$ cat config.mk
export PLATFORM = sky130hd
export DESIGN_NAME = stack_unit_flat
export DESIGN_NICKNAME = d
export VERILOG_FILES = /design/src/rtl/stack_unit_if.sv /design/src/rtl/stack_unit.sv /design/src/flat_wrapper.sv
export SDC_FILE = /design/constraint.sdc
export NUM_CORES = 1
export LEC_CHECK = 0
export CAP_MARGIN = 30
export CORE_MARGIN = 3
export CORE_UTILIZATION = 39
export DETAILED_ROUTE_END_ITERATION = 10
export GPL_ROUTABILITY_DRIVEN = 0
export GPL_TIMING_DRIVEN = 0
export PLACE_DENSITY = 0.59
export SLEW_MARGIN = 20
export SYNTH_ARGS = -nofsm -noshare
export SYNTH_HDL_FRONTEND = slang
export SYNTH_SLANG_ARGS = --single-unit
$ cat constraint.sdc
create_clock -name clk -period 9.5 [get_ports clk]
set_input_delay 1.9 -clock clk [delete_from_list [all_inputs] [get_ports clk]]
set_output_delay 1.9 -clock clk [all_outputs]
set_load 0.005 [all_outputs]
$ cat src/rtl/stack_unit_if.sv
// Command/read bus between the stack-machine controller and the operand stack.
interface stack_unit_if #(
   parameter int DATA_W = 8,
   parameter int CNT_W  = 5
);
   logic              push;
   logic              pop;
   logic              tos;
   logic              clr;
   logic [DATA_W-1:0] din;
   logic [DATA_W-1:0] dout;
   logic              dout_valid;
   logic [CNT_W-1:0]  count;
   logic              full;
   logic              empty;
   logic              overflow;
   logic              underflow;

   modport master (
      output push, pop, tos, clr, din,
      input  dout, dout_valid, count, full, empty, overflow, underflow
   );

   modport slave (
      input  push, pop, tos, clr, din,
      output dout, dout_valid, count, full, empty, overflow, underflow
   );
endinterface

$ cat src/rtl/stack_unit.sv
// Operand stack for the stack-machine CPU: push/pop/tos/replace with a
// registered read port, occupancy count and sticky overflow/underflow flags.
module stack_unit #(
   parameter int DATA_W = 8,
   parameter int DEPTH  = 16,
   parameter int CNT_W  = $clog2(DEPTH) + 1
) (
   input  logic         clk,
   input  logic         rst_n,
   stack_unit_if.slave  bus
);
   localparam int AW = $clog2(DEPTH);

   logic [DATA_W-1:0] r_mem [DEPTH];
   logic [CNT_W-1:0]  r_count;
   logic [DATA_W-1:0] r_dout;
   logic              r_valid;
   logic              r_ovf;
   logic              r_udf;

   logic [CNT_W-1:0]  w_count_nxt;
   logic [DATA_W-1:0] w_dout_nxt;
   logic              w_valid_nxt;
   logic              w_ovf_nxt;
   logic              w_udf_nxt;
   logic              w_we;
   logic [AW-1:0]     w_waddr;
   logic [AW-1:0]     w_slot;
   logic [AW-1:0]     w_top;
   logic [CNT_W-1:0]  w_count_m1;
   logic              w_full;
   logic              w_empty;

   assign w_full     = (r_count == CNT_W'(DEPTH));
   assign w_empty    = (r_count == '0);
   // Free slot is only used when not full, so the low bits of count suffice.
   assign w_slot     = r_count[AW-1:0];
   // Top index wraps when empty, but it is never used in that case.
   assign w_count_m1 = r_count - CNT_W'(1);
   assign w_top      = w_count_m1[AW-1:0];

   // Command decode in priority order: clr, replace, push, pop, tos.
   always_comb begin
      w_count_nxt = r_count;
      w_dout_nxt  = r_dout;
      w_valid_nxt = 1'b0;
      w_ovf_nxt   = r_ovf;
      w_udf_nxt   = r_udf;
      w_we        = 1'b0;
      w_waddr     = w_slot;
      if (bus.clr) begin
         w_count_nxt = '0;
         w_ovf_nxt   = 1'b0;
         w_udf_nxt   = 1'b0;
      end else if (bus.push && bus.pop) begin
         if (!w_empty) begin
            w_dout_nxt  = r_mem[w_top];
            w_we        = 1'b1;
            w_waddr     = w_top;
            w_valid_nxt = 1'b1;
         end else begin
            // Replace on an empty stack degrades to a push into slot 0.
            w_we        = 1'b1;
            w_waddr     = w_slot;
            w_count_nxt = CNT_W'(1);
            w_udf_nxt   = 1'b1;
         end
      end else if (bus.push) begin
         if (!w_full) begin
            w_we        = 1'b1;
            w_count_nxt = r_count + CNT_W'(1);
         end else begin
            w_ovf_nxt   = 1'b1;
         end
      end else if (bus.pop) begin
         if (!w_empty) begin
            w_dout_nxt  = r_mem[w_top];
            w_count_nxt = w_count_m1;
            w_valid_nxt = 1'b1;
         end else begin
            w_udf_nxt   = 1'b1;
         end
      end else if (bus.tos) begin
         if (!w_empty) begin
            w_dout_nxt  = r_mem[w_top];
            w_valid_nxt = 1'b1;
         end else begin
            w_udf_nxt   = 1'b1;
         end
      end
   end

   // Control and read-port registers.
   always_ff @(posedge clk or negedge rst_n) begin
      if (!rst_n) begin
         r_count <= '0;
         r_dout  <= '0;
         r_valid <= 1'b0;
         r_ovf   <= 1'b0;
         r_udf   <= 1'b0;
      end else begin
         r_count <= w_count_nxt;
         r_dout  <= w_dout_nxt;
         r_valid <= w_valid_nxt;
         r_ovf   <= w_ovf_nxt;
         r_udf   <= w_udf_nxt;
      end
   end

   // Storage array; contents are intentionally not reset.
   always_ff @(posedge clk) begin
      if (w_we) begin
         r_mem[w_waddr] <= bus.din;
      end
   end

   assign bus.dout       = r_dout;
   assign bus.dout_valid = r_valid;
   assign bus.count      = r_count;
   assign bus.full       = w_full;
   assign bus.empty      = w_empty;
   assign bus.overflow   = r_ovf;
   assign bus.underflow  = r_udf;
endmodule
$ cat src/flat_wrapper.sv
// flat-port wrapper written by rule: the top's interface ports become plain ports
module stack_unit_flat 
#(
   parameter int DATA_W = 8,
   parameter int DEPTH  = 16,
   parameter int CNT_W  = $clog2(DEPTH) + 1
)
  (clk, rst_n, bus_push, bus_pop, bus_tos, bus_clr, bus_din, bus_dout, bus_dout_valid, bus_count, bus_full, bus_empty, bus_overflow, bus_underflow);
  stack_unit_if #(.DATA_W(DATA_W), .CNT_W(CNT_W)) bus_i ();
  input  logic clk;
  input  logic rst_n;
  input wire logic [$bits(bus_i.push)-1:0] bus_push;
  input wire logic [$bits(bus_i.pop)-1:0] bus_pop;
  input wire logic [$bits(bus_i.tos)-1:0] bus_tos;
  input wire logic [$bits(bus_i.clr)-1:0] bus_clr;
  input wire logic [$bits(bus_i.din)-1:0] bus_din;
  output wire logic [$bits(bus_i.dout)-1:0] bus_dout;
  output wire logic [$bits(bus_i.dout_valid)-1:0] bus_dout_valid;
  output wire logic [$bits(bus_i.count)-1:0] bus_count;
  output wire logic [$bits(bus_i.full)-1:0] bus_full;
  output wire logic [$bits(bus_i.empty)-1:0] bus_empty;
  output wire logic [$bits(bus_i.overflow)-1:0] bus_overflow;
  output wire logic [$bits(bus_i.underflow)-1:0] bus_underflow;
  assign bus_i.push = bus_push;
  assign bus_i.pop = bus_pop;
  assign bus_i.tos = bus_tos;
  assign bus_i.clr = bus_clr;
  assign bus_i.din = bus_din;
  assign bus_dout = bus_i.dout;
  assign bus_dout_valid = bus_i.dout_valid;
  assign bus_count = bus_i.count;
  assign bus_full = bus_i.full;
  assign bus_empty = bus_i.empty;
  assign bus_overflow = bus_i.overflow;
  assign bus_underflow = bus_i.underflow;
  stack_unit #(.DATA_W(DATA_W), .DEPTH(DEPTH), .CNT_W(CNT_W)) u_core (.clk(clk), .rst_n(rst_n), .bus(bus_i));
endmodule
# Yosys cells after proc, flatten, opt, wreduce, memory -nomap -nowiden
# Memory sizes are Yosys's and may differ from the RTL's.
# Cells that the tools add are included.
[op_classes]
n_addsub = 2
multipliers = 0
div_mod_pow = 0
magnitude_cmp = 0
eq_ne = 7
n_shift = 0
muxes = 37
n_bitwise = 1
reduce_logical = 11
[ops]
columns = ["cell", "n"]
rows = [
  ["$mux W8", 5],
  ["$mux W5", 7],
  ["$mux W1", 22],
  ["$mux W4", 3],
  ["$ne A4 B3 Y1 const B", 2],
  ["$reduce_bool A4 Y1", 2],
  ["$reduce_and A3 Y1", 2],
  ["$add A5 B1 Y5 const B", 1],
  ["$eq A5 B5 Y1 const B", 1],
  ["$logic_not A5 Y1", 1],
  ["$sub A5 B1 Y5 const B", 1],
  ["$reduce_and A4 Y1", 1],
  ["$reduce_bool A2 Y1", 2],
  ["$ne A3 B1 Y1 const B", 1],
  ["$ne A3 B3 Y1 const B", 1],
  ["$reduce_bool A3 Y1", 1],
  ["$ne A2 B1 Y1 const B", 1],
  ["$ne A2 B2 Y1 const B", 1],
  ["$reduce_and A2 Y1", 1],
  ["$logic_and A1 B1 Y1", 1],
  ["$not A1 Y1", 1],
]
[word_totals]
ff_bits = 16
latchBits = 0
mem_bits_rw = 128
rom_bits = 0
in_bits = 14
output_inout_bits = 18
elab_cells = 64
n_memories = 1
[mem_list]
columns = ["name", "words", "word_bits", "read_ports", "rd_clocked_by_memory_dff", "wr", "line", "source"]
rows = [
  ["u_core.r_mem", 16, 8, 1, 0, 1, "stack_unit.sv:14", "logic [DATA_W-1:0] r_mem [DEPTH];"],
]

# Logic depth before layout (Yosys ltp)
# Gate-level depths: netlist of run 1.
[depth]
word_depth = 7
depth_mapped = 11

# Worst setup path after synthesis of run 1
# OpenSTA, ideal clock, no wires.
[synth_path]
kind = "input to register"
startpoint = "input port bus_pop"
endpoint = "memory u_core.r_mem[5][0], enable pin"
setup_ps = 383
arrival_ps = 3450
path_slack_ps = 5666
path_stages = 5
cell_sequence = "buf_2 > inv_1 > a311oi_1 > o21ai_0 > nor3_1"
[synth_between]
elab_chain_len = 5
elab_cells_between_ends = 7
[synth_lines]
columns = ["element", "line", "source"]
rows = [
  ["start: declaration", "flat_wrapper.sv:13", "input wire logic [$bits(bus_i.pop)-1:0] bus_pop;"],
  ["$logic_and A1 B1 Y1 *", "stack_unit.sv:55", "end else if (bus.push && bus.pop) begin"],
  ["$mux W1", "stack_unit.sv:55", ""],
  ["$mux W1", "stack_unit.sv:51", "if (bus.clr) begin"],
  ["$mux W1", "stack_unit.sv:112", "if (w_we) begin"],
  ["$mux W1 (not written as such)", "stack_unit.sv:113", "r_mem[w_waddr] <= bus.din;"],
  ["end: declaration", "stack_unit.sv:14", ""],
]
# Every way passes the cells marked *; elsewhere a longest branch is shown, timed or not.

# Worst setup path after layout of run 1
[layout_path]
startpoint = "register u_core.r_count[0], in the netlist u_core.bus.count[0]"
endpoint = "output port bus_empty"
[layout_between]
elab_chain_len = 1
[layout_lines]
columns = ["element", "line", "source"]
rows = [
  ["start: declaration", "stack_unit.sv:15", "logic [CNT_W-1:0] r_count;"],
  ["start signal: assignment", "stack_unit.sv:102", "r_count <= w_count_nxt;"],
  ["$logic_not A5 Y1", "stack_unit.sv:35", "assign w_empty = (r_count == '0);"],
  ["end: declaration", "flat_wrapper.sv:21", "output wire logic [$bits(bus_i.empty)-1:0] bus_empty;"],
]
# Every way passes these cells.

==> key figures, run 1 <==
Pwr
  – PD cells: roughly 280 nW/um^2
  – Leakage: 2.52 nW
  – Worst vdd rail ir drop: 0.000131 V

Route
  – Vias: approximately 3,300
  – Post-route ant nets: 0
  – Mean number of vias per cell: around 5.7
  – WL per Instance: 22.0 um
  – Initial DRC count: 152
  – DRC viols: 0
  – WL final: about 13 mm
  – Drt pass-1 iters: 4

Cells and area
  – Post-route cell area: about 7400 um^2
  – Layout net count: roughly 400
  – Ant diodes: 0
  – Leading cell types in the layout, fill and taps excluded: edfxtp_1, mux4_2, clkdlybuf4s50_1, mux2i_1, clkbuf_16
  – Share of layout cells above drive strength 1: about 25%
  – Most common cell after layout, fill and taps aside: edfxtp_1
  – Final Core Density: 49.8%
  – Area grow syn2layout: 22.5%

CTS
  – CTS H-tree depth: 4
  – Clock sinks: 144
  – TritonCTS clock tree: done
  – Max clock buf depth: 2
  – # Post-CTS Setup Buffers: 0
  – Skew-Pair Late Insertion Delay: approximately 0.42 ns
  – Num CTS Buffers: 17
  – Hold buffer count at cts: 0
  – CTS clk-pin slew, worst paths: ~0.060 ns
  – Root buf cell: clkbuf_16
  – Post-cts sizing count: 0

Global routing
  – First-pass GRT wire length: approximately 20 mm
  – Total congestion overflow: 0
  – Vias in the first global route: ~3,300
  – GR Util All Layers: about 16%
  – Initial antenna violation count: 0
  – Largest net degree at the start of global routing: 17

Die
  – FP Rows: 44
  – Die area: ~17,000 um^2
  – Chip Width: ~130 um
  – Die H: around 130 um
  – Initial core utilization: around 41%
  – I/O pin total: 32
  – Core box area: around 15,000 um^2

Critical path
  – Reg2Reg Depth: 9
  – CP Class: flip-flop to output port
  – Cell Chain, Critical Path: buf_2 -> buf_2 -> inv_1 -> ha_1 -> nor4b_4 -> clkdlybuf4s50_1
  – Reg2reg end: u_core.r_mem[9][7]$_DFFE_PP_
  – Crit-path slowest cell: clkdlybuf4s50_1
  – Worst R2R Setup Slack: between 5 and 6 ns
  – Crit path buf inv count: 4
  – Crit path arrival time: around 2.7 ns
  – Crit. End Element: output port
  – Worst EP required: 7.60 ns
  – Slowest stage delay, CP: about 0.61 ns
  – Crit Reg-Reg Startpoint: u_core.bus.count[0]$_DFFE_PN0P_
  – Crit-path leading delay family: buffers and inverters
  – Crit path max fanout: 10
  – Cell mode on critical path: buf_2
  – Crit start category: flip-flop

Min path
  – Hold WC Path Type: flip-flop to flip-flop
  – Hold EP: u_core.bus.dout[1]$_DFFE_PN0P_
  – Cell count of the worst hold path: 2
  – Hold Path Origin: u_core.bus.dout[1]$_DFFE_PN0P_

Logic synthesis
  – Seq/Total Area, Yosys: a little over two thirds
  – Async SR Flop Fraction: roughly 11%
  – Syn Nets: approximately 350
  – Cell variety after synth: 54
  – Post-synthesis compound-gate area fraction: between 5 and 6%
  – Main combinational cell family by area after synthesis: multiplexers
  – Post-synth EDFFs: ~130
  – Mux cell area share after synthesis: between 10% and 20%
  – Synth Area in Adders: 0.623%
  – FF+latch count, synth: around 140
  – Post-Synth XOR/XNOR Area: less than 1%
  – Avg Cell Area, Syn: between 15 and 20 um^2
  – Synth Cell Area: around 6000 um^2
  – Number of synthesis warnings: 0
  – Post-Synth Simple-Gate Area: approximately 6.1%
  – Ys flop type: edfxtp_1
  – Post-Syn Instances: about 330

Outcome
  – Run status: complete, no violations

Job
  – Max cap viols: 0

STA
  – Setup-failing EPs final: 0
  – Period minus WS final: about 4.6 ns
  – Max Clock Skew: 0.00762 ns
  – Final hold violation count: 0
  – Slew headroom: 39.6%
  – Unrepaired setup endpoints after global routing: false
  – Final Max Tran Viols: 0
  – Tcrit/Tclk final: about half
  – Hold WS: around 0.5 ns
  – Slew @ Worst Pin: about 0.90 ns
  – Final setup TNS: 0 ns
  – Fmax: 215 MHz

Placement
  – Post-DP Area: about 6600 um^2
  – DP HPWL: about 8.7 mm
  – IO buf count: 30
## metrics by stage
step	power, W	setup slack (ns)	cells
after floorplan	0.00108	5.67	331
after global placement	0.00126	4.29	545
after detailed placement	0.00127	4.60	550
after CTS	0.00211	4.85	582
after global routing	0.00217	4.67	582
final	0.00209	4.86	582
## worst reg2reg max path, delay by kind of cell, from the launching register on
kind | cells | cell delay, ns
flip-flops | 1 | 0.37
multiplexers | 1 | 0.17
buffers and inverters | 5 | 1.70
AND/OR/NAND/NOR | 2 | 0.94
adder cells (fa/ha/maj) | 1 | 0.30
## power breakdown
group	internal, W	switching (W)	leakage (nW)	total (W)
registers	0.000731	0.0000176	1.36	0.000749
logic	0.000237	0.000269	0.792	0.000506
clock network	0.000592	0.000243	0.365	0.000834
## worst max path at each step
stage,start,end,depth (start not counted)
floorplan,bus_pop,u_core.r_mem[5][0]$_DFFE_PP_,5
finish,u_core.bus.count[0]$_DFFE_PN0P_,bus_empty,6
detailed placement,bus_clr,u_core.r_mem[6][4]$_DFFE_PP_,5
CTS,u_core.bus.count[0]$_DFFE_PN0P_,bus_empty,6
global placement,bus_clr,u_core.r_mem[6][4]$_DFFE_PP_,5
global route,u_core.bus.count[0]$_DFFE_PN0P_,bus_empty,6
## cell families (layout without fill, tap and decap cells)
family | Yosys count | after routing
flip-flops | 144 | 144
AND/OR/NAND/NOR | 65 | 65
multiplexers | 51 | 51
AO/OA/AOI/OAI | 39 | 39
buffers and inverters | 28 | 95
adder cells (fa/ha/maj) | 3 | 3
XOR/XNOR | 1 | 1
## cell type report
cell class	count	area, um^2
Tap cell	184	230
Clock buffer	21	470
Multi-Input combinational cell	159	1680
Clock inverter	11	279
Buffer	21	118
Sequential cell	144	4240
Inverter	7	26.3
Fill cell	1189	7430
Timing Repair Buffer	35	338
## metal layers
layer,track usage [%],share of wire [%]
met5,0,0
met4,7.03,2.7
met3,4.54,4.4
met2,25.6,49
met1,20.9,43
## cell usage after synthesis, drive strengths merged (2+ instances only)
cell | instances | area share (%)
inv | 7 | 0.44
mux2i | 17 | 2.8
buf | 16 | 1.6
nor4b | 2 | 0.54
a21oi | 3 | 0.25
o21ai | 5 | 0.42
o21bai | 2 | 0.25
o221ai | 9 | 1.3
a41o | 2 | 0.33
nor4 | 3 | 0.31
or3 | 2 | 0.29
edfxtp | 128 | 64
a2bb2oi | 2 | 0.29
nand2 | 13 | 0.81
mux4 | 32 | 12
dfrtp | 16 | 6.6
nor2 | 15 | 0.93
mux2 | 2 | 0.37
a211oi | 3 | 0.46
nand2b | 2 | 0.21
ha | 3 | 0.62
nor3 | 13 | 1.2
clkbuf | 5 | 0.31
nor2b | 3 | 0.31
a211o | 2 | 0.29
and2 | 3 | 0.31
## flip-flops by register name, indices dropped and copies added, names as in the netlist
signal,count
u_core.bus.overflow,1
u_core.r_mem,128
u_core.bus.dout_valid,1
u_core.bus.count,5
u_core.bus.dout,8
u_core.bus.underflow,1
Power figures use the tool's default switching activity.
==> run 2, diff against run 1 <==
- clock period: 9.5 -> 4.8 ns (I/O delays scaled with it)
==> results of run 2 <==
Same layout as run 1 (identical final DEF). Status: complete, no violations.
Main changes from that run: setup slack after placement 4.60 ns -> 0.842 ns; setup slack after layout 4.86 ns -> 0.953 ns; end point of the critical path bus_empty -> u_core.r_mem[9][7]$_DFFE_PP_; register-to-register setup slack 5.65 ns -> 0.95 ns; total power 0.00209 W -> 0.00413 W; worst IR drop on VDD 0.000131 V -> 0.000260 V
